## src/rtl/fetch_unit_pkg.sv

```systemverilog
// Shared types and constants for the instruction fetch unit.
// Holds the FSM state encoding, reset/NOP defaults and the decoder opcode constants.
package fetch_unit_pkg;

  typedef enum logic [1:0] {
    ST_IDLE  = 2'd0,
    ST_FETCH = 2'd1,
    ST_VALID = 2'd2
  } fetch_state_e;

  localparam logic [31:0] NOP_INSTR_DEFAULT = 32'h0000_0013;
  localparam logic [31:0] RESET_PC_DEFAULT  = 32'h0000_0000;

  localparam logic [6:0] OPC_ITYPE = 7'b0010011;
  localparam logic [6:0] OPC_RTYPE = 7'b0110011;

endpackage

```

## src/rtl/fetch_unit_pc_reg.sv

```systemverilog
// Program counter register: word-aligned redirect load has priority over +4 advance.
// The increment wraps naturally modulo 2^32.
module pc_reg
  import fetch_unit_pkg::*;
#(
  parameter logic [31:0] RESET_PC = RESET_PC_DEFAULT
) (
  input  logic        clk_i,
  input  logic        rst_i,
  input  logic        inc_i,
  input  logic        load_i,
  input  logic [31:0] load_pc_i,
  output logic [31:0] pc_o
);

  logic [31:0] pc_q;
  logic [31:0] pc_d;

  always_comb begin
    pc_d = pc_q;
    if (load_i) begin
      pc_d = {load_pc_i[31:2], 2'b00};
    end else if (inc_i) begin
      pc_d = pc_q + 32'd4;
    end
  end

  always_ff @(posedge clk_i or posedge rst_i) begin
    if (rst_i) begin
      pc_q <= RESET_PC;
    end else begin
      pc_q <= pc_d;
    end
  end

  assign pc_o = pc_q;

endmodule

```

## src/rtl/fetch_unit.sv

```systemverilog
// Single-outstanding instruction fetch: IDLE -> FETCH (request until ack) -> VALID (hold until not stalled).
// A redirect from FETCH or VALID squashes the held word to a NOP and restarts fetching at the new target.
module fetch_unit
  import fetch_unit_pkg::*;
#(
  parameter logic [31:0] RESET_PC  = RESET_PC_DEFAULT,
  parameter logic [31:0] NOP_INSTR = NOP_INSTR_DEFAULT
) (
  input  logic        clk_i,
  input  logic        rst_i,
  input  logic        stall_i,
  input  logic        redirect_i,
  input  logic [31:0] redirect_pc_i,
  output logic        imem_req_o,
  output logic [31:0] imem_addr_o,
  input  logic        imem_ack_i,
  input  logic [31:0] imem_rdata_i,
  output logic [31:0] pc_o,
  output logic [31:0] instr_o,
  output logic [6:0]  opcode_o,
  output logic        instr_valid_o
);

  fetch_state_e state_q;
  fetch_state_e state_d;
  logic [31:0]  instr_q;
  logic [31:0]  instr_d;
  logic         redirect_en;
  logic         pc_inc;

  // A redirect only counts once the unit has left IDLE.
  assign redirect_en = redirect_i && (state_q != ST_IDLE);
  assign pc_inc      = (state_q == ST_VALID) && !stall_i && !redirect_en;

  always_ff @(posedge clk_i or posedge rst_i) begin
    if (rst_i) begin
      state_q <= ST_IDLE;
    end else begin
      state_q <= state_d;
    end
  end

  always_comb begin
    state_d = state_q;
    case (state_q)
      ST_IDLE:  state_d = ST_FETCH;
      ST_FETCH: begin
        if (redirect_en) begin
          state_d = ST_FETCH;
        end else if (imem_ack_i) begin
          state_d = ST_VALID;
        end
      end
      ST_VALID: begin
        if (redirect_en || !stall_i) begin
          state_d = ST_FETCH;
        end
      end
      default:  state_d = ST_IDLE;
    endcase
  end

  always_comb begin
    imem_req_o    = 1'b0;
    instr_valid_o = 1'b0;
    case (state_q)
      ST_FETCH: imem_req_o    = 1'b1;
      ST_VALID: instr_valid_o = 1'b1;
      default: begin
        imem_req_o    = 1'b0;
        instr_valid_o = 1'b0;
      end
    endcase
  end

  // Ack data arriving alongside a redirect belongs to the squashed address and is dropped.
  always_comb begin
    instr_d = instr_q;
    if (redirect_en) begin
      instr_d = NOP_INSTR;
    end else if ((state_q == ST_FETCH) && imem_ack_i) begin
      instr_d = imem_rdata_i;
    end
  end

  always_ff @(posedge clk_i or posedge rst_i) begin
    if (rst_i) begin
      instr_q <= NOP_INSTR;
    end else begin
      instr_q <= instr_d;
    end
  end

  pc_reg #(
    .RESET_PC (RESET_PC)
  ) u_pc_reg (
    .clk_i     (clk_i),
    .rst_i     (rst_i),
    .inc_i     (pc_inc),
    .load_i    (redirect_en),
    .load_pc_i (redirect_pc_i),
    .pc_o      (pc_o)
  );

  assign imem_addr_o = pc_o;
  assign instr_o     = instr_q;
  assign opcode_o    = instr_q[6:0];

endmodule

```

## config.mk

```make
export PLATFORM = sky130hd
export DESIGN_NAME = fetch_unit
export DESIGN_NICKNAME = d
export VERILOG_FILES = /design/src/rtl/fetch_unit_pkg.sv /design/src/rtl/fetch_unit_pc_reg.sv /design/src/rtl/fetch_unit.sv
export SDC_FILE = /design/constraint.sdc
export NUM_CORES = 1
export LEC_CHECK = 0
export ABC_AREA = 1
export ABC_CLOCK_PERIOD_IN_PS = 2100
export CAP_MARGIN = 20
export CORE_AREA = 4 4 106 108
export DETAILED_ROUTE_END_ITERATION = 6
export DIE_AREA = 0 0 110 112
export HOLD_SLACK_MARGIN = 0.03
export PLACE_DENSITY = 0.81
export SYNTH_ARGS = -nofsm -noshare
export SYNTH_HDL_FRONTEND = slang
export SYNTH_SLANG_ARGS = --single-unit
```

## constraint.sdc

```tcl
create_clock -name clk_i -period 2.1 [get_ports clk_i]
set_clock_uncertainty 0.2 [all_clocks]
set_input_delay 0.21 -clock clk_i [delete_from_list [all_inputs] [get_ports clk_i]]
set_output_delay 0.21 -clock clk_i [all_outputs]
set_load 0.1 [all_outputs]
```

==> results.ini, run 1 <==
[run_status]
outcome = finished, final reports clean

[power_and_ir_drop]
leakage_nw = 2.70
vdd_drop_max_mv = 0.965
power_density_nw_per_um2 = 1660
total_power_mw = 9.19

[clock_tree]
cts_buffer_depth = 2
root_buffer = clkbuf_8
cts.sinks = 64
cts_tree = yes
cts-htree-levels = 3
postCtsSetupBuffers = 0
path_clk_slew_ns = 0.08
clkLatencyLatePin_ns = 0.34
cts_hold_buf = 0
cts_resized = 0
numCtsBuffers = 9

[synth]
synth_area_leader_cell = dfrtp_1
synth_edf_count = 0
synth_seq_cells = 64
avgSynthCellArea_um2 = 7.42
synth_top_cells_by_count = 149 x nand2_1, 61 x dfrtp_1, 56 x nor2_1
synth.most_common_cell = nand2_1
yosysSeqAreaShare = 0.422
yosys.area.top_type_share = 0.401
synth-async-reset-ratio = 1.00
synthCells = 513
yosys_warnings = 0
ys_types = 31
ys.flop_type = dfrtp_1
syn_area_um2 = 3810
synth_area_leaders = dfrtp_1 40%, nand2_1 15%, buf_4 8.1%

[die]
die_height_um = 112
initial_core_util = 0.372
coreArea_um2 = 10200
fp-row-count = 37
die_w_um = 110
ios = 174
dieArea_um2 = 12300

[placement]
portBuffers = 167
gp_congestion = 0.861
dpl_worst_slack_ns = 0.0138
hpwl_mm = 8.39
place_area_um2 = 5330
dp_cells = 773

[cells_and_area]
final_net_count = 718
antennaDiodeCount = 0
syn2layout_area_growth_pct = 45.5
drive_above_1_share = 0.259
instances_no_fill = 789
fin_util = 0.542
finish.instance_area_um2 = 5540

[worst_setup_path]
timing.rr.end = u_pc_reg.pc_o[26]
crit_fanout = 13
r2r-start = state_q[0]
worstSetupPathType = reg2reg
worstRegToRegCells = 6
crit_start = state_q[0]
cp-end-kind = register
start_kind = register
r2r_slack_ns = 0.15
cp_data_arrival_time_ns = 2.03
required_ns = 2.18

[sta]
hold_viol_final = 0
period_share = 0.930
max_freq_ghz = 0.512
setup_ws_ns = 0.148
period_minus_slack_ns = 1.95
whs_ns = 0.0433
finalSetupTns_ns = 0
slew_viol_final = 0
setup_viol = 0
rsz0062_at_grt = no

[grt]
grt-ovfl-total = 0
antenna_found_initial = 0
track_usage = 0.183
grt_pass1_wl_mm = 18.0
grt_max_degree = 65
grt_pass1_vias = 3811

[drt]
dr.first_iter.drc_count = 168
drt-total-wl_mm = 11.1
drt-wirelength-per-cell_um = 14.1
vias = 3846
viasPerCell = 4.87
drtAntennaViolNets = 0
dr.pass1.iters = 4
drcViolationCount = 0

[job]
cap_violations = 0

[min_path]
hold_class = in2async

## critical path, cell delays in order (launching register included)
cell,delay [ns]
dfrtp_1,0.46
o21ai_4,0.40
nand2_2,0.27
inv_1,0.27
buf_12,0.17
nand2_1,0.05
nand2_1,0.07
## placed cells by master, fill, tap and decap left out, types with 2 or more instances in the layout
master	instances
a211oi_1	2
a21oi_1	8
a22o_1	29
and2_1	2
buf_12	13
buf_4	100
clkbuf_8	9
clkdlybuf4s50_1	66
clkinv_4	4
conb_1	4
dfrtp_1	41
dfrtp_2	20
dfstp_2	3
inv_1	49
inv_2	3
nand2_1	149
nand3_1	35
nand4_1	2
nor2_1	54
nor2_2	5
nor2_4	3
nor3_1	5
o211ai_1	4
o21ai_0	24
o21ai_1	3
o22a_1	3
## power by group
group | switching (mW) | internal (mW) | total (mW)
Sequential | 0.451 | 1.55 | 2.00
Clock | 0.542 | 0.560 | 1.10
Combinational | 4.83 | 1.26 | 6.09
## flip-flops by register name (all words and copies together) (netlist names)
name           flops
instr_o           32
state_q            2
u_pc_reg.pc_o     30
## metal layers
layer	global-route usage	wire length, um
met5	0	0
met4	0.0682	215
met3	0.0446	928
met2	0.315	5510
met1	0.216	4460
## how the worst max path moves through the flow
| stage | end | cells after the start |
|---|---|---|
| 2_1_floorplan | u_pc_reg.pc_o[10] | 1 |
| 3_3_place_gp | u_pc_reg.pc_o[30] | 7 |
| 6_report | u_pc_reg.pc_o[26] | 6 |
| 3_5_place_dp | u_pc_reg.pc_o[26] | 7 |
| 5_1_grt | u_pc_reg.pc_o[26] | 6 |
| 4_1_cts | u_pc_reg.pc_o[26] | 6 |
## cell families (layout without fill, tap and decap cells)
family	Yosys count	in the layout	synth area share
xor gates and xnor gates	1	1	0.00230
and+or+nand+nor	259	259	0.278
adders and majority gates	1	1	0.00329
DFF	64	64	0.422
buffers and inverters	111	248	0.157
other	1	4	0.000985
AOI/OAI and AO/OA	76	76	0.137
## cell type report
class,instances,area (um2)
clock buffer,9,124
clock inverter,7,81.3
fill,939,4690
inverter,53,201
multi-input combinational,341,1660
sequential,64,1630
tap,136,170
timing repair buffer,179,1670
No activity file was read; power rests on OpenSTA's default activity.
==> run 2: changes to the inputs <==
SLEW_MARGIN = 40   (was unset)
==> results of run 2 <==
Same layout as run 1: the final DEF is identical, and so are final timing and power.
